===== src/rtl/bin_record_packer.sv =====
// bin_record_packer
// Collects one header plus up to MAX_FLITS payload flits, then streams the
// record as 64-bit words: generic header (type, data start, data end),
// type-specific header words, then one (data, keep, last) triple per flit.
// ds/de are byte addresses in the output file, so a reader can seek straight
// to the payload of any record.
module bin_record_packer #(
    parameter logic [63:0] BASE_ADDR = 64'h40,
    parameter int          MAX_FLITS = 16
) (
    input  logic        clk,
    input  logic        rst,
    input  logic        hdr_valid,
    output logic        hdr_ready,
    input  logic [7:0]  hdr_type,
    input  logic [47:0] mac_src,
    input  logic [47:0] mac_dst,
    input  logic [15:0] dst,
    input  logic [15:0] dst_rank,
    input  logic [7:0]  src_rank,
    input  logic [7:0]  packet_type,
    input  logic [31:0] size,
    input  logic [7:0]  tag,
    input  logic [31:0] ip_dst,
    input  logic [31:0] ip_src,
    input  logic        last,
    input  logic        pay_valid,
    output logic        pay_ready,
    input  logic [63:0] pay_data,
    input  logic [7:0]  pay_keep,
    input  logic        pay_last,
    output logic        out_valid,
    input  logic        out_ready,
    output logic [63:0] out_data,
    output logic        out_last,
    output logic [31:0] rec_count,
    output logic        err_trunc
);
    localparam int CNT_W = $clog2(MAX_FLITS + 1);
    localparam int IDX_W = (MAX_FLITS > 1) ? $clog2(MAX_FLITS) : 1;
    localparam logic [7:0] TYPE_ETH = 8'd1;
    localparam logic [7:0] TYPE_MPI = 8'd2;

    typedef enum logic [2:0] {
        IDLE,
        COLLECT,
        DROP,
        EMIT_GEN,
        EMIT_EXT,
        EMIT_PAY
    } state_t;

    state_t state, state_next;

    // Captured header fields
    logic [7:0]  type_r;
    logic [47:0] mac_src_r;
    logic [47:0] mac_dst_r;
    logic [15:0] dst_r;
    logic [15:0] dst_rank_r;
    logic [7:0]  src_rank_r;
    logic [7:0]  packet_type_r;
    logic [31:0] size_r;
    logic [7:0]  tag_r;
    logic [31:0] ip_dst_r;
    logic [31:0] ip_src_r;
    logic        last_r;
    logic [3:0]  ext_words;

    // Payload flit buffer
    logic [63:0] buf_data [MAX_FLITS];
    logic [7:0]  buf_keep [MAX_FLITS];
    logic        buf_last [MAX_FLITS];
    logic [CNT_W-1:0] count;

    // Emission bookkeeping: sub walks words inside a state, fidx walks flits
    logic [63:0]      wp;
    logic [63:0]      ds;
    logic [63:0]      de;
    logic [3:0]       sub;
    logic [CNT_W-1:0] fidx;
    logic             gen_done;

    logic        hdr_fire;
    logic        pay_fire;
    logic        out_fire;
    logic        out_space;
    logic        gen_valid;
    logic        load;
    logic [63:0] cur_word;
    logic        cur_last;
    logic        cur_end;

    assign hdr_fire  = hdr_valid & hdr_ready;
    assign pay_fire  = pay_valid & pay_ready;
    assign out_fire  = out_valid & out_ready;
    assign out_space = ~out_valid | out_ready;

    // wp and count stay frozen from the last flit until the record's final
    // handshake, so these offsets are constant for the whole emission.
    assign ds = wp + 64'(8 * (32'(ext_words) + 32'd3));
    assign de = ds + 64'(count) * 64'd24;

    // Next-state, handshake readiness and current output word selection
    always_comb begin
        state_next = state;
        hdr_ready  = 1'b0;
        pay_ready  = 1'b0;
        gen_valid  = 1'b0;
        load       = 1'b0;
        cur_word   = 64'd0;
        cur_last   = 1'b0;
        cur_end    = 1'b0;
        case (state)
            IDLE: begin
                hdr_ready = 1'b1;
                if (hdr_valid) state_next = COLLECT;
            end
            COLLECT: begin
                pay_ready = (count < CNT_W'(MAX_FLITS));
                if (pay_valid && pay_ready) begin
                    if (pay_last)
                        state_next = EMIT_GEN;
                    else if (count == CNT_W'(MAX_FLITS - 1))
                        state_next = DROP;
                end
            end
            DROP: begin
                pay_ready = 1'b1;
                if (pay_valid && pay_last) state_next = EMIT_GEN;
            end
            EMIT_GEN: begin
                gen_valid = ~gen_done;
                load      = gen_valid & out_space;
                case (sub)
                    4'd0:    cur_word = {56'd0, type_r};
                    4'd1:    cur_word = ds;
                    default: cur_word = de;
                endcase
                cur_end  = (sub == 4'd2);
                cur_last = cur_end && (ext_words == 4'd0) && (count == '0);
                if (load && cur_end && !cur_last)
                    state_next = (ext_words != 4'd0) ? EMIT_EXT : EMIT_PAY;
            end
            EMIT_EXT: begin
                gen_valid = ~gen_done;
                load      = gen_valid & out_space;
                if (type_r == TYPE_ETH) begin
                    case (sub)
                        4'd0:    cur_word = {16'd0, mac_src_r};
                        4'd1:    cur_word = {16'd0, mac_dst_r};
                        default: cur_word = {48'd0, dst_r};
                    endcase
                end else begin
                    case (sub)
                        4'd0:    cur_word = {48'd0, dst_rank_r};
                        4'd1:    cur_word = {56'd0, src_rank_r};
                        4'd2:    cur_word = {56'd0, packet_type_r};
                        4'd3:    cur_word = {32'd0, size_r};
                        4'd4:    cur_word = {56'd0, tag_r};
                        4'd5:    cur_word = {16'd0, mac_dst_r};
                        4'd6:    cur_word = {16'd0, mac_src_r};
                        4'd7:    cur_word = {32'd0, ip_dst_r};
                        4'd8:    cur_word = {32'd0, ip_src_r};
                        default: cur_word = {63'd0, last_r};
                    endcase
                end
                cur_end  = (sub == ext_words - 4'd1);
                cur_last = cur_end && (count == '0);
                if (load && cur_end && !cur_last) state_next = EMIT_PAY;
            end
            EMIT_PAY: begin
                gen_valid = ~gen_done;
                load      = gen_valid & out_space;
                case (sub)
                    4'd0:    cur_word = buf_data[fidx[IDX_W-1:0]];
                    4'd1:    cur_word = {56'd0, buf_keep[fidx[IDX_W-1:0]]};
                    default: cur_word = {63'd0, buf_last[fidx[IDX_W-1:0]]};
                endcase
                cur_end  = (sub == 4'd2);
                cur_last = cur_end && (fidx == count - CNT_W'(1));
            end
            default: state_next = IDLE;
        endcase
        // The final handshake closes the record regardless of which emit
        // state produced the last word.
        if (out_fire && out_last) state_next = IDLE;
    end

    // Control state, counters, output register and record bookkeeping
    always_ff @(posedge clk) begin
        if (rst) begin
            state     <= IDLE;
            count     <= '0;
            wp        <= BASE_ADDR;
            sub       <= 4'd0;
            fidx      <= '0;
            gen_done  <= 1'b0;
            ext_words <= 4'd0;
            out_valid <= 1'b0;
            out_data  <= 64'd0;
            out_last  <= 1'b0;
            rec_count <= 32'd0;
            err_trunc <= 1'b0;
        end else begin
            state     <= state_next;
            err_trunc <= 1'b0;
            if (hdr_fire) begin
                case (hdr_type)
                    TYPE_ETH: ext_words <= 4'd3;
                    TYPE_MPI: ext_words <= 4'd10;
                    default:  ext_words <= 4'd0;
                endcase
            end
            if (state == COLLECT && pay_fire) begin
                count <= count + CNT_W'(1);
                if (!pay_last && count == CNT_W'(MAX_FLITS - 1))
                    err_trunc <= 1'b1;
            end
            if (load) begin
                out_valid <= 1'b1;
                out_data  <= cur_word;
                out_last  <= cur_last;
                sub       <= cur_end ? 4'd0 : sub + 4'd1;
                if (state == EMIT_PAY && cur_end) fidx <= fidx + CNT_W'(1);
                if (cur_last) gen_done <= 1'b1;
            end else if (out_fire) begin
                out_valid <= 1'b0;
                out_last  <= 1'b0;
            end
            if (out_fire && out_last) begin
                wp        <= de;
                count     <= '0;
                sub       <= 4'd0;
                fidx      <= '0;
                gen_done  <= 1'b0;
                rec_count <= rec_count + 32'd1;
            end
        end
    end

    // Header field capture on the accepting handshake
    always_ff @(posedge clk) begin
        if (hdr_fire) begin
            type_r        <= hdr_type;
            mac_src_r     <= mac_src;
            mac_dst_r     <= mac_dst;
            dst_r         <= dst;
            dst_rank_r    <= dst_rank;
            src_rank_r    <= src_rank;
            packet_type_r <= packet_type;
            size_r        <= size;
            tag_r         <= tag;
            ip_dst_r      <= ip_dst;
            ip_src_r      <= ip_src;
            last_r        <= last;
        end
    end

    // Payload buffer write; the flit that fills the buffer is marked last so
    // a truncated record still terminates cleanly for the reader.
    always_ff @(posedge clk) begin
        if (state == COLLECT && pay_fire) begin
            buf_data[count[IDX_W-1:0]] <= pay_data;
            buf_keep[count[IDX_W-1:0]] <= pay_keep;
            buf_last[count[IDX_W-1:0]] <= pay_last | (count == CNT_W'(MAX_FLITS - 1));
        end
    end

endmodule

===== config.mk =====
export PLATFORM = sky130hd
export DESIGN_NAME = bin_record_packer
export DESIGN_NICKNAME = d
export VERILOG_FILES = /design/src/rtl/bin_record_packer.sv
export SDC_FILE = /design/constraint.sdc
export NUM_CORES = 2
export LEC_CHECK = 0
export CAP_MARGIN = 15
export CORE_UTILIZATION = 55
export DETAILED_ROUTE_END_ITERATION = 8
export DONT_BUFFER_PORTS = 1
export PLACE_DENSITY = 0.7
export SYNTH_ARGS = -nofsm -noshare
export SYNTH_HDL_FRONTEND = slang
export SYNTH_SLANG_ARGS = --single-unit

===== constraint.sdc =====
create_clock -name clk -period 9.7 [get_ports clk]
set_input_delay 1.94 -clock clk [delete_from_list [all_inputs] [get_ports clk]]
set_output_delay 1.94 -clock clk [all_outputs]
set_load 0.01 [all_outputs]

==> impl_metrics.toml <==
[routing]
met2_wirelength_mm = 86.8
routed_wl_mm = 184
initialDrtViolationCount = 5346
met3_length_mm = 19.5
detailedRoute.firstPassIterationCount = 6
topRoutingLayerUsed = "met5"
route.detailed.drc = 0
wirelength_met1_mm = 70.1
drt.antenna.violating_nets = 0
vias = 38000
routed_via_density = 6.76
wire_per_inst_um = 32.6

[worst_setup_path]
reg2regPathDepth = 18
cp-startpoint = "ext_words[0]"
reg2reg_setup_slack_ns = 3.71
regToRegEndpoint = "out_data[57]"
critical_path.reg2reg.startpoint = "ext_words[0]"
crit_path_end = "out_data[57]"
crit_path_start_kind = "flip-flop"
cp_data_arrival_time_ns = 6.66
timing_worst_setup_path_type = "flip-flop to flip-flop"
cp_data_required_time_ns = 10.37
worstSetupEndpointType = "flip-flop"
crit_path_max_fanout = 14

[place]
gpl.final_weighted_congestion = 0.949
placement.io_buffers = 0
placedCellCount = 5308
dp_hpwl_mm = 110

[global_routing]
antenna_found_initial = 28
track_usage_pct = 30.0
grt_remaining_overflow = 0
via_count_of_the_first_global_routing_pass = 36600
global_route_wire_length_before_repair_mm = 261
grt_max_degree = 160

[outcome]
status = "finished, final reports clean"

[clock_tree]
cts_resized = 0
tritoncts = "done"
post-cts-setup-buffer-count = 0
cts_root_buf = "clkbuf_16"
cts_max_path_buffers = 3
cts_max_level = 4
hold_buffers = 0
clkLatencyLatePin_ns = 0.83
numClockSinks = 1610
numCtsBuffers = 161
clk_transition_reported_paths_ns = 0.06

[synth]
synthCells = 3896
top_cell_type_s_share_of_synthesized_area_pct = 64.7
avgSynthCellArea_um2 = 17.0
mappedNetlistNets = 4269
synth-warning-count = 0
sequential_area_share_after_synthesis_pct = 70.3
post_synth_main_area_contributors = "edfxtp_1 65%, mux4_2 12%, dfxtp_1 5.6%, a21oi_1 1.4%, a221oi_1 1.3%"
synth.lib_cells_used.distinct = 82
synthFlopType = "edfxtp_1"
syn-cell-area_um2 = 66200
synth_enable_flop_cells = 1425
synth.largest_area_cell = "edfxtp_1"
ys_ff_latch = 1610
post_synth_arst_share_pct = 0

[power]
vdd_ir_drop_max_mv = 0.222
switching_share_pct = 23.0
finalPower_uw = 15400
power.density_nw_per_um2 = 211
static-leakage-power_uw = 0.0222
power.net_switching_uw = 3550
cell_int_power_uw = 11900
p_seq_share_pct = 53.1
clock_power_share_pct = 41.3
comb_power_share_pct = 5.6

[timing]
tightest_slew_ns = 1.10
rsz0062_at_grt = "no"
finalSetupViolCount = 0
maxSlewHeadroom_pct = 25.6
timing.final.crit_share_pct = 61.8
finalSetupTns_ns = 0
post-route-min-period_ns = 5.99
timing_max_transition_violations_final = 0
final-hold-violation-count = 0
fmax_mhz = 167
skew_ns = 0.0541

[layout]
multiInputGateArea_um2 = 18700
mostFrequentLayoutCells = "1425 x edfxtp_1, 361 x mux4_2, 191 x nand2_1"
area_growth_pct = 10.8
finish.net_count = 4244
layoutNonFillerInstCount = 5624
sequential_cell_area_um2 = 46500
layout.cells.most_common = "edfxtp_1"
fill_cells = 8342
drive_above_1_share_pct = 18.4

[floorplan]
num_rows = 126
die_y_um = 349
die-width_um = 349
top_level_ports = 436
area_of_the_core_um2 = 119000
die_area_um2 = 122000
initial_utilization_pct = 55.7

[min_path]
timing.hold.worst.class = "flip-flop to flip-flop"

[run]
drv.max_cap_violation_count = 0
==> worst min-delay path by stage <==
| stage | startpoint | endpoint | cells after the start |
|---|---|---|---|
| after detailed placement | ext_words[1] | ext_words[1] | 2 |
| final | ext_words[1] | ext_words[1] | 2 |
| after global placement | wp[62] | wp[62] | 2 |
| after global routing | ext_words[1] | ext_words[1] | 2 |
| after floorplan | ext_words[1] | ext_words[1] | 2 |
| after CTS | ext_words[1] | ext_words[1] | 2 |
==> logic make-up after synthesis <==
| family | after synthesis | synth area share [%] |
|---|---|---|
| fa+ha+maj | 38 | 0.753 |
| compound gates | 684 | 6.93 |
| mux | 380 | 12.6 |
| flops | 1610 | 70.3 |
| simple gates | 776 | 6.08 |
| xor+xnor | 132 | 1.75 |
| buf+inv | 276 | 1.63 |
==> flip-flops by register name, indices dropped and copies added, names as in the netlist, 32 cells and up, named ones only <==
signal	flops
buf_data	1024
buf_keep	128
out_data	64
wp	61
mac_dst_r	48
mac_src_r	48
ip_dst_r	32
ip_src_r	32
rec_count	32
size_r	32
==> cell type report <==
class,count,share of cell area [%]
Timing Repair Buffer,55,0.631
Clock inverter,102,1.62
Antenna cell,22,0.0751
Tap cell,1600,2.73
Multi-Input combinational cell,2010,25.6
Clock buffer,192,5.78
Inverter,33,0.179
Sequential cell,1610,63.4
==> synthesized netlist by cell type, drive strengths merged, types with 5 or more instances <==
master,number
or4,19
nor3b,8
a221o,13
nand3,85
and2,40
dfxtp,185
nor4b,8
o311ai,5
o31a,7
a22oi,76
a21oi,180
a221oi,98
nand4,49
o22ai,10
nor3,57
nand2,194
xnor2,72
xor2,60
a2111oi,7
o21a,15
or2,8
o21ai,127
a21o,8
a22o,5
inv,33
a211oi,16
clkbuf,170
a31oi,27
o221ai,11
mux2i,16
o211ai,12
or3,31
ha,35
and3,32
nor2b,15
and4,14
nand2b,12
edfxtp,1425
buf,73
nor2,166
nor4,29
mux4,361
o31ai,36
==> layer usage <==
metal,up-vias,global-route usage (%)
met5,-,0
met4,4,12.2
met3,381,8.12
met2,2193,46.7
met1,19600,40.2
li1,15900,-
==> worst max-delay path, cell delays in order (launching register included) <==
cell	delay [ns]
dfxtp_1	0.37
inv_1	0.09
ha_1	0.32
inv_1	0.08
fa_1	0.44
nand3_1	0.14
and2_1	0.47
xnor2_1	0.18
ha_1	0.39
o21a_1	0.14
o31a_1	0.18
o31a_1	0.17
o22ai_1	0.23
nor3b_2	0.52
nand4_1	0.80
nor4_2	0.69
nand4_1	0.18
nor3b_1	0.17
o221a_2	0.26
==> per-stage QoR <==
step,utilization (%),hold WS (ns),setup WS [ns],cell area [um^2]
after floorplan,-,0.432,1.95,66200
after global placement,57.1,0.439,3.79,67800
after detailed placement,57.1,0.444,3.85,67800
after CTS,61.7,0.452,3.81,73300
after global routing,61.8,0.478,3.33,73300
final,61.8,0.451,3.71,73300
==> power by group through the flow <==
stage / Sequential (uW) / Combinational, uW / Clock [uW]
3_3_place_gp: 8320 / 840 / 0
5_1_grt: 8220 / 904 / 6700
6_report: 8200 / 863 / 6380
2_1_floorplan: 8310 / 520 / 0
3_5_place_dp: 8330 / 844 / 0
4_1_cts: 8190 / 849 / 6430
Note: power is estimated with default switching activity, not from simulation.
